## src/rtl/lfsr_gen.sv

```systemverilog
// Parametrised Fibonacci LFSR with load, wrap/period measurement and lockup flag.
// Optional macro LFSR_LOCKUP_RECOVER_EN: a zero seed loads DEFAULT_SEED instead.
module lfsr_gen #(
    parameter int               WIDTH        = 8,
    parameter logic [WIDTH-1:0] TAPS         = 8'h1D,
    parameter logic [WIDTH-1:0] DEFAULT_SEED = {{(WIDTH-1){1'b0}}, 1'b1}
) (
    input  logic             clk,
    input  logic             reset,
    input  logic             en,
    input  logic             load,
    input  logic [WIDTH-1:0] seed,
    output logic [WIDTH-1:0] q,
    output logic             bit_out,
    output logic             wrap,
    output logic [WIDTH-1:0] period,
    output logic             period_valid,
    output logic             lockup
);

    localparam logic [WIDTH-1:0] ALL_ONES = '1;
    localparam logic [WIDTH-1:0] ONE      = {{(WIDTH-1){1'b0}}, 1'b1};

    logic [WIDTH-1:0] q_r, start_r, cnt_r, period_r;
    logic             wrap_r, pv_r;

    logic [WIDTH-1:0] q_d, start_d, cnt_d, period_d;
    logic             wrap_d, pv_d;

    logic             fb;
    logic [WIDTH-1:0] step_q;
    logic [WIDTH-1:0] cnt_inc;
    logic [WIDTH-1:0] load_val;

    assign fb      = ^(q_r & TAPS);
    assign step_q  = {fb, q_r[WIDTH-1:1]};
    assign cnt_inc = (cnt_r == ALL_ONES) ? cnt_r : cnt_r + ONE;

`ifdef LFSR_LOCKUP_RECOVER_EN
    assign load_val = (seed == '0) ? DEFAULT_SEED : seed;
    assign lockup   = 1'b0;
`else
    assign load_val = seed;
    assign lockup   = (q_r == '0);
`endif

    always_comb begin
        q_d      = q_r;
        start_d  = start_r;
        cnt_d    = cnt_r;
        period_d = period_r;
        pv_d     = pv_r;
        wrap_d   = 1'b0;
        if (load) begin
            q_d     = load_val;
            start_d = load_val;
            cnt_d   = '0;
        end else if (en) begin
            q_d = step_q;
            if (step_q == start_r) begin
                // cnt_r counts completed steps, so this one makes cnt_r+1
                wrap_d   = 1'b1;
                period_d = cnt_inc;
                pv_d     = 1'b1;
                cnt_d    = '0;
            end else begin
                cnt_d = cnt_inc;
            end
        end
    end

    always_ff @(posedge clk) begin
        if (reset) begin
            q_r      <= DEFAULT_SEED;
            start_r  <= DEFAULT_SEED;
            cnt_r    <= '0;
            period_r <= '0;
            pv_r     <= 1'b0;
            wrap_r   <= 1'b0;
        end else begin
            q_r      <= q_d;
            start_r  <= start_d;
            cnt_r    <= cnt_d;
            period_r <= period_d;
            pv_r     <= pv_d;
            wrap_r   <= wrap_d;
        end
    end

    assign q            = q_r;
    assign bit_out      = q_r[0];
    assign wrap         = wrap_r;
    assign period       = period_r;
    assign period_valid = pv_r;

endmodule

```

## config.mk

```make
export PLATFORM = sky130hd
export DESIGN_NAME = lfsr_gen
export DESIGN_NICKNAME = d
export VERILOG_FILES = /design/src/rtl/lfsr_gen.sv
export SDC_FILE = /design/constraint.sdc
export NUM_CORES = 1
export LEC_CHECK = 0
export ABC_AREA = 0
export BUFFER_PORTS_ARGS = -buffer_cell sky130_fd_sc_hd__buf_2
export CAP_MARGIN = 20
export CORE_UTILIZATION = 40
export CTS_BUF_LIST = sky130_fd_sc_hd__clkbuf_16
export CTS_CLUSTER_SIZE = 28
export DETAILED_ROUTE_END_ITERATION = 8
export GPL_TIMING_DRIVEN = 1
export PLACE_DENSITY_LB_ADDON = 0.08
export SLEW_MARGIN = 20
export SYNTH_ARGS = -nofsm -noshare
export SYNTH_HDL_FRONTEND = slang
export SYNTH_SLANG_ARGS = --single-unit
```

## constraint.sdc

```tcl
create_clock -name clk -period 3.1 [get_ports clk]
set_clock_uncertainty 0.15 [all_clocks]
set_input_delay 0.31 -clock clk [delete_from_list [all_inputs] [get_ports clk]]
set_output_delay 0.31 -clock clk [all_outputs]
set_load 0.005 [all_outputs]
```

==> summary.txt, run 1 <==
STA
  – RSZ-0062 raised after global routing: false
  – Final Worst Setup Slack: 804 ps
  – Slew headroom: a little over half
  – Setup Total Neg Slack: 0 ps
  – Final Max Tran Viols: 0
  – Final setup vio count: 0
  – Top achievable clock speed: roughly 440 MHz
  – Period Utilization, post-route: 74.1%
  – Hold Slack: 137 ps
  – Worst-margin pin slew: 675 ps
  – Fin crit period: 2300 ps
  – Final hold violation count: 0

Synthesis
  – Yosys top cell area share: 39.2%
  – Synth cell types: 43
  – Synth Cell Area: ~1700 um2
  – Mux share of post-synthesis cell area: under 10%
  – XOR/XNOR Fraction of Synth Area: 7.35%
  – Synth Area in Compound Gates: between 10% and 20%
  – Avg Cell Area, Syn: approximately 9 um2
  – Synthesis Warnings: 0
  – Synth Area in Simple Gates: between 20% and 30%
  – EDFF count, synth: 0
  – Top FF cell, synth: dfxtp_1
  – Sequential area share after synthesis: about two fifths
  – Cells after Synth: ~200
  – Top cells by area, synth: dfxtp_1, mux2i_1, nor2_1
  – Post-synth top area cell: dfxtp_1
  – Post-synthesis async set-or-reset flop share: 0%
  – Adder-Cell Fraction of Synth Area: ~1.4%
  – Synth Register Bits: 34
  – Syn nets: approximately 210
  – Largest family of logic cells by synthesized area: simple AND/OR/NAND/NOR gates

Worst hold path
  – HP Class: primary input to flip-flop
  – Hold_sp: seed[1]
  – WHS Path Cells: 3

GRT
  – Pin count of the biggest net entering global routing: 28
  – Total congestion overflow: 0
  – GRT Total Usage: 18.0%
  – First-pass GRT wire length: a little over 6 mm
  – Number of global-route vias before repair: between 1k and 1.5k
  – Initial antenna violation count: 0

Floorplan
  – Full die area: 4610 um2
  – Io pins: 32
  – Die X: approximately 68 um
  – Cell Rows: 23
  – Initial core utilization: a little over two fifths
  – Core Area: roughly 4000 um2
  – Die height: between 60 and 70 um

Clock tree
  – Clock sinks: 34
  – # hold bufs at CTS: 0
  – Clk slew on worst S/H paths: roughly 60 ps
  – Post_cts resized: 0
  – CTS tree: built
  – Post-CTS setup buffers: 0
  – Clock root cell: clkbuf_16
  – Worst skew pair latency: roughly 270 ps
  – Clock tree buffer depth: 2
  – CTS Buf Count: 5
  – H-tree Lvls: 2

Worst setup path
  – Critical path capture point type: flip-flop
  – Crit-path max FO: 8
  – Required time of the critical path: slightly above 3000 ps
  – Worst path depth: 7
  – FF-to-FF setup slack: 800 ps
  – Startpoint Class: flip-flop
  – Critical path class: flip-flop to flip-flop
  – WP buf/inv: 1
  – R2R Path Start: q[2]$_SDFFE_PP0P_
  – Critical-path cell list: inv_1 -> ha_1 -> xnor3_2 -> xnor2_2 -> or3_1 -> o21ai_0 -> a21oi_1
  – Delay-heaviest family, CP: simple AND/OR/NAND/NOR gates
  – Crit path arrival time: between 2000 and 2500 ps
  – CP max-delay cell: or3_1
  – Max incr delay on CP: about 510 ps
  – R2R depth: 7
  – Crit. Startpoint: q[2]$_SDFFE_PP0P_

Detailed routing
  – DRT Pass-1 Iters: 4
  – Final WL: 3.74 mm
  – 1st-iter DRT viols: a little under 60
  – # DRC: 0
  – Drt wl/cell: approximately 14 um
  – Post-DRT Antenna Nets: 0
  – Via Count: around 1.4k
  – Vias per cell: ~5.2

Placed design
  – IO Port Bufs: 31
  – Pre-CTS WS: between 800 and 900 ps
  – Placed cells: roughly 260
  – RePlAce Congestion: around 0.75
  – DP HPWL: around 2.6 mm

Finish
  – Post-Layout Cell Count: roughly 270
  – Layout cells sized above 1: 22.1%
  – Antenna cell count: 0
  – Core Util, Final: between 40% and 50%
  – Syn-to-layout area delta: 16.9%
  – Number of nets in the layout: roughly 240
  – Fill cell count: 400

Flow run
  – Max-Cap Viols: 0

Pwr
  – PwrDens: 519 nW/um2
  – Leak pwr: roughly 0.00082 uW
  – Maximum vdd drop: between 0.0002 and 0.0003 V

Status
  – Status: complete, no violations
[area by class of cell]
cell class                      instances  area [um2]  area share [%]
Multi-Input combinational cell        144         967            47.7
Sequential cell                        34         681            33.5
Timing Repair Buffer                   32         163            8.01
Clock buffer                            5         125            6.17
Tap cell                               50        62.6            3.08
Clock inverter                          3        16.3           0.801
Inverter                                4        15.0           0.740
[power breakdown]
group	leakage [uW]	internal, uW	total, uW	switching (uW)
sequential	0.000277	452	468	15.9
combinational	0.000471	54.8	114	59.4
clock	0.0000672	293	472	179
total	0.000815	799	1050	254
[final timing paths]
path / end
setup reg to reg: period[2]$_SDFFE_PP0P_
hold reg to reg: period_valid$_SDFFE_PP0P_
setup / recovery: period[2]$_SDFFE_PP0P_
hold / removal: q[1]$_SDFFE_PP0P_
[worst reg2reg max path, delay by kind of cell, from the launching register on]
kind | cells | cell delay, ps
compound gates | 2 | 290
xor+xnor | 2 | 450
fa+ha+maj | 1 | 290
buf+inv | 1 | 70
flops | 1 | 400
simple gates | 1 | 520
[kinds of logic (layout without fill, tap and decap cells)]
| group | after synthesis | in the layout |
|---|---|---|
| adders and majority gates | 2 | 2 |
| buffers and inverters | 19 | 44 |
| AOI/OAI and AO/OA | 36 | 36 |
| xor gates and xnor gates | 12 | 12 |
| DFF | 34 | 34 |
| muxes | 17 | 17 |
| and+or+nand+nor | 77 | 77 |
[synth_stat cells, types with 3 or more instances]
master    count
clkbuf_1      6
nand3_1      10
a21oi_1      16
dfxtp_1      34
inv_1         4
xnor2_1      10
mux2i_1      16
o21bai_1      3
nand2b_1      8
buf_1         4
nand2_1       8
nor2b_1       3
a211oi_2      4
nor2_1       30
[layer usage]
layer	track usage (%)	up-vias	wire (um)
met2	25.2	24	1700
met3	3.67	4	107
met4	6.25	0	40
li1	-	725	-
met1	26.9	673	1900
met5	0	-	0
[state kept, by name (all words and copies together), names as in the netlist]
name,count
cnt_r,8
start_r,8
wrap,1
period_valid,1
q,8
period,8
[cell usage in the layout, fill, tap and decap left out, drive strengths merged, types with 2 or more instances in the layout]
cell type	count
dfxtp	34
buf	32
nor2	30
mux2i	16
a21oi	16
xnor2	11
nand3	10
nand2b	8
nand2	8
a211oi	6
clkbuf	5
inv	4
nor2b	3
o21bai	3
nor4	3
o21ai	3
nand4	2
and3	2
and2b	2
nor3	2
a31oi	2
a21o	2
ha	2
clkinv	2
[metrics by stage]
step	total power, uW	instance area [um2]
final	1050	2030
after global placement	589	1890
after detailed placement	591	1890
after floorplan	562	1740
after CTS	1060	2030
after global routing	1100	2030
Note: power is estimated with default switching activity, not from simulation.
==> run 2, diff against run 1 <==
clock period = 2.25 ns   (was 3.1 ns; I/O delays follow)
==> run 2 against run 1 <==
Net effect: wire length rose by 3.2%; sequential share of layout area fell by 0.73 points; clock power increased by 33%; setup slack lost 710 ps; flip-flop and latch count stayed put; count of clock-buffer cells in the layout did not move; non-clock buffer count increased by 6; global-route usage rose by 1.2 points; register-to-register slack lost 710 ps; combinational power grew 46%; fmax increased by 6.6%; largest cell class unchanged; largest power group is now registers.
==> summary.txt, run 2 (same netlist as run 1, synthesis figures left out) <==
STA
  – Slew headroom: approximately two thirds
  – Period Utilization, post-route: approximately 96%
  – Final setup vio count: 0
  – Worst-margin pin slew: between 500 and 600 ps
  – Setup Total Neg Slack: 0 ps
  – Final hold violation count: 0
  – RSZ-0062 raised after global routing: false
  – Top achievable clock speed: 464 MHz
  – Fin crit period: around 2200 ps
  – Final Max Tran Viols: 0

Status
  – Status: complete, no violations

Pwr
  – Leak pwr: ~0.00085 uW
  – PwrDens: approximately 690 nW/um2
  – Final Power: approximately 1400 uW
  – Maximum vdd drop: about 0.00036 V

Worst setup path
  – Max incr delay on CP: about 500 ps
  – Critical path capture point type: flip-flop
  – CP max-delay cell: or3_1
  – Worst path depth: 7
  – Critical-path cell list: inv_1 -> ha_1 -> xnor3_2 -> xnor2_2 -> or3_1 -> o21ai_0 -> a21oi_1
  – R2R depth: 7
  – Startpoint Class: flip-flop
  – FF-to-FF setup slack: between 90 and 100 ps
  – Required time of the critical path: around 2200 ps
  – Crit-path max FO: 8
  – Critical path class: flip-flop to flip-flop
  – Delay-heaviest family, CP: simple AND/OR/NAND/NOR gates
  – WP buf/inv: 1
  – Crit path arrival time: 2140 ps

Clock tree
  – Clock tree buffer depth: 2
  – Clock sinks: 34
  – CTS tree: built
  – Clock root cell: clkbuf_16
  – CTS Buf Count: 5
  – Clk slew on worst S/H paths: 50 ps
  – H-tree Lvls: 2
  – Worst skew pair latency: approximately 270 ps
  – Post-CTS setup buffers: 0
  – # hold bufs at CTS: 0

Floorplan
  – Initial core utilization: ~42%
  – Full die area: approximately 4600 um2
  – Io pins: 32
  – Die height: between 60 and 70 um
  – Cell Rows: 23
  – Core Area: between 4000 and 5000 um2
  – Die X: 67.9 um

Finish
  – Syn-to-layout area delta: 19.5%
  – Most frequent cells in the layout: dfxtp_1, buf_2, nor2_1, mux2i_1, a21oi_1
  – Layout cells sized above 1: between 20% and 30%
  – Commonest non-fill, non-tap cell in the layout: dfxtp_1
  – Number of nets in the layout: roughly 240
  – Antenna cell count: 0

GRT
  – Number of global-route vias before repair: 1,289
  – First-pass GRT wire length: between 6 and 7 mm
  – GRT Total Usage: around a fifth
  – Initial antenna violation count: 0
  – Pin count of the biggest net entering global routing: 28
  – Total congestion overflow: 0

Detailed routing
  – # DRC: 0
  – Vias per cell: 5.23
  – Post-DRT Antenna Nets: 0
  – 1st-iter DRT viols: just over 90
  – Via Count: around 1.4k
  – DRT Pass-1 Iters: 4
  – Final WL: 3.86 mm
  – Drt wl/cell: 13.9 um

Placed design
  – DP HPWL: between 2 and 3 mm
  – RePlAce Congestion: between 0.7 and 0.8
  – IO Port Bufs: 31

Flow run
  – Max-Cap Viols: 0

Worst hold path
  – WHS Path Cells: 3
  – HP Class: primary input to flip-flop
-- run 2: path summary, 6_finish.rpt --
check	startpoint	endpoint
setup / recovery	q[3]$_SDFFE_PP0P_	period[2]$_SDFFE_PP0P_
hold / removal	seed[6]	q[6]$_SDFFE_PP0P_
setup reg to reg	q[3]$_SDFFE_PP0P_	period[2]$_SDFFE_PP0P_
hold reg to reg	period_valid$_SDFFE_PP0P_	period_valid$_SDFFE_PP0P_
-- run 2: cell type report --
| type | instances | area [um2] |
|---|---|---|
| fillers | 395 | 2010 |
| multi-input cells | 144 | 972 |
| flip-flops and latches | 34 | 681 |
| repair buffers | 38 | 211 |
| clock buffers | 5 | 125 |
| well taps | 50 | 62.6 |
| inverters | 4 | 15.0 |
| clock inverters | 2 | 7.51 |
-- run 2: layer usage --
layer | global-route usage (%) | up-vias | wire length (um)
met2 | 28.7 | 44 | 1820
met3 | 5.50 | 6 | 185
met5 | 0 | - | 0
met1 | 26.3 | 665 | 1820
li1 | - | 734 | -
met4 | 6.25 | 0 | 42
-- run 2: repair_timing --
action                                  4_1_cts  5_1_grt
endpoints found under the setup margin        0        3
hold endpoints to repair                      0        0
gates resized for setup                       0        2
-- run 2: report_power, final --
part	leakage, uW	total, uW	switching [uW]	internal, uW
registers	0.000277	642	19.5	623
clock network	0.0000723	630	235	395
logic	0.000503	167	85.6	81.4
-- run 2: worst register-to-register path: stages, from the launching register on --
cell and delay [ps]:
dfxtp_1 320, inv_1 50, ha_1 270, xnor3_2 270
xnor2_2 180, or3_1 510, o21ai_0 190, a21oi_1 80
-- run 2: per-stage QoR --
stage / setup slack (ps) / util [%] / instances / hold slack [ps] / instance area, um2
6_report: 96.9 / 50.8 / 277 / 49.3 / 2070
5_1_grt: 6.44 / 50.8 / 277 / 69.5 / 2070
4_1_cts: 87.1 / 50.6 / 277 / 48.8 / 2070
3_5_place_dp: 99.8 / 47.3 / 270 / 313 / 1930
3_3_place_gp: 139 / 47.3 / 270 / 305 / 1930
2_1_floorplan: 75.5 / - / 197 / 218 / 1740
==> run 3, diff against run 2 <==
ABC_AREA = 1   (was 0)
CTS_CLUSTER_SIZE = unset   (was 28)
==> run 3 against run 2 <==
Net effect: die area shrank 0.41%; utilization shrank 0.77 points; sequential share of layout area up 0.50 points; sequential power about the same; setup slack gained 200 ps.
==> summary.txt, run 3 <==
STA
  – Top achievable clock speed: approximately 500 MHz
  – Period Utilization, post-route: between 80 and 90%
  – Fin crit period: roughly 2000 ps
  – Final setup vio count: 0
  – Worst-margin pin slew: about 340 ps
  – Slew headroom: about 78%
  – Setup Total Neg Slack: 0 ps
  – RSZ-0062 raised after global routing: false
  – Final Max Tran Viols: 0
  – Hold Slack: around 43 ps
  – Final hold violation count: 0

GRT
  – Total congestion overflow: 0
  – Initial antenna violation count: 0
  – GRT Total Usage: around 20%
  – First-pass GRT wire length: ~6.6 mm
  – Pin count of the biggest net entering global routing: 18
  – Number of global-route vias before repair: ~1.4k

Pwr
  – Clock share of power: between 40 and 50%
  – Flop pwr share: around 45%
  – Final Power: roughly 1400 uW
  – Leak pwr: approximately 0.0010 uW
  – Maximum vdd drop: 0.000503 V
  – PwrDens: a little over 700 nW/um2
  – Switch Pwr: approximately 360 uW
  – Internal power: between 1000 and 1500 uW
  – Power share of the combinational group: 10.7%
  – Sw frac: between 20% and 30%

Placed design
  – Placed cells: approximately 340
  – RePlAce Congestion: ~0.81
  – IO Port Bufs: 31
  – DP HPWL: between 2 and 3 mm

Synthesis
  – Adder-Cell Fraction of Synth Area: 1.45%
  – XOR/XNOR Fraction of Synth Area: under 10%
  – Synthesis Warnings: 0
  – Synth Cell Area: 1730 um2
  – Top cells by area, synth: dfxtp_1, nand2_1, inv_1
  – Most frequent cell after synthesis: nand2_1
  – Synth cell types: 27
  – Yosys top cell area share: between 30% and 40%
  – Largest family of logic cells by synthesized area: simple AND/OR/NAND/NOR gates
  – Avg Cell Area, Syn: approximately 6.6 um2
  – Cells after Synth: 262
  – EDFF count, synth: 0
  – Mux share of post-synthesis cell area: 0%
  – Syn nets: 276
  – Top FF cell, synth: dfxtp_1
  – Post-synth top area cell: dfxtp_1
  – Sequential area share after synthesis: between 30% and 40%
  – Post-synthesis async set-or-reset flop share: 0%
  – Synth cell count leaders: nand2_1, inv_1, dfxtp_1, nor2_1, nand3_1
  – Synth Area in Simple Gates: between 30% and 40%
  – Synth Area in Compound Gates: about a tenth
  – Synth Register Bits: 34

Clock tree
  – # hold bufs at CTS: 0
  – CTS Buf Count: 5
  – Worst skew pair latency: approximately 280 ps
  – Clock root cell: clkbuf_16
  – Clock sinks: 34
  – Clk slew on worst S/H paths: about 50 ps
  – H-tree Lvls: 2
  – Clock tree buffer depth: 2
  – Post-CTS setup buffers: 0
  – Post_cts resized: 0
  – CTS tree: built

Detailed routing
  – Max Used Layer: met4
  – Vias per cell: 4.76
  – Drt wl/cell: approximately 12 um
  – Final WL: roughly 4.0 mm
  – DR WL met3: approximately 220 um
  – Wl on met1: approximately 2.1 mm
  – 1st-iter DRT viols: roughly 100
  – DRT Pass-1 Iters: 4
  – Post-DRT Antenna Nets: 0
  – Metal2 WL: 1.60 mm
  – Via Count: 1,632
  – # DRC: 0

Floorplan
  – Io pins: 32
  – Die X: 67.8 um
  – Core Area: just over 4000 um2
  – Initial core utilization: 42.3%
  – Cell Rows: 23
  – Full die area: around 4600 um2
  – Die height: between 60 and 70 um

Worst hold path
  – HP Class: primary input to flip-flop
  – WHS Path Cells: 3

Finish
  – Core Util, Final: about half
  – Commonest non-fill, non-tap cell in the layout: nand2_1
  – Antenna cell count: 0
  – Most frequent cells in the layout: nand2_1, inv_1, dfxtp_1, buf_2, nor2_1
  – Post-Layout Cell Count: 343
  – Fill cell count: approximately 440
  – Number of nets in the layout: a little over 300
  – Syn-to-layout area delta: 18.2%
  – Layout cells sized above 1: about 18%

Worst setup path
  – Delay-heaviest family, CP: simple AND/OR/NAND/NOR gates
  – Startpoint Class: flip-flop
  – R2R depth: 10
  – Max incr delay on CP: around 400 ps
  – Crit-path max FO: 16
  – Crit path arrival time: 1970 ps
  – Most used cell along the critical path: nor2_1
  – Critical path class: flip-flop to flip-flop
  – WP buf/inv: 2
  – Worst path depth: 10
  – Critical path capture point type: flip-flop
  – Critical-path cell list: inv_2 -> ha_1 -> inv_1 -> nand2_1 -> nand3_1 -> nand3_2 -> nand2_2 -> nand3_4 -> nor2_1 -> nor2_1
  – CP max-delay cell: dfxtp_1
  – Required time of the critical path: around 2300 ps

Flow run
  – Max-Cap Viols: 0

Status
  – Status: complete, no violations
## run 3: worst min-delay path: stages
cell     delay (ps)
buf_2            70
a21oi_1          70
o21ai_0          70
## run 3: through the flow
step	cell area (um2)	setup WS, ps
4_1_cts	2040	288
6_report	2040	299
2_1_floorplan	1730	442
3_3_place_gp	1910	359
5_1_grt	2040	49.9
3_5_place_dp	1910	288
## run 3: kinds of logic (layout without fill, tap and decap cells)
kind of cell / after synthesis / count (layout)
AO/OA/AOI/OAI: 28 / 28
XOR/XNOR: 2 / 2
adder cells (fa/ha/maj): 2 / 2
buffers and inverters: 52 / 83
flip-flops: 34 / 34
AND/OR/NAND/NOR: 144 / 144
## run 3: cell type report
| type | instances | area, um2 | area share, % |
|---|---|---|---|
| multi-input combinational | 176 | 838 | 41.0 |
| sequential | 34 | 681 | 33.3 |
| timing repair buffer | 32 | 163 | 7.96 |
| inverter | 43 | 161 | 7.90 |
| clock buffer | 5 | 125 | 6.12 |
| tap | 50 | 62.6 | 3.06 |
| clock inverter | 3 | 12.5 | 0.612 |
## run 3: power by group through the flow
stage               Combinational (uW)  Clock [uW]  Sequential (uW)
global route                       176         675              646
finish                             155         642              644
CTS                                157         651              643
detailed placement                 156           0              656
floorplan                          111           0              653
global placement                   155           0              656
## run 3: path summary, 6_finish.rpt
path / start / endpoint / slack [ps]
worst max register to register: q[2]$_SDFFE_PP0P_ / period[7]$_SDFFE_PP0P_ / 300
worst min-delay path: seed[0] / start_r[0]$_SDFFE_PP1P_ / 40
worst min register to register: period_valid$_SDFFE_PP0P_ / period_valid$_SDFFE_PP0P_ / 310
worst max-delay path: q[2]$_SDFFE_PP0P_ / period[7]$_SDFFE_PP0P_ / 300
## run 3: per-layer routing
metal,GRT usage [%],up-vias
met5,0,-
met4,7.18,0
met3,5.74,5
met2,27.7,32
met1,28.3,715
li1,-,880
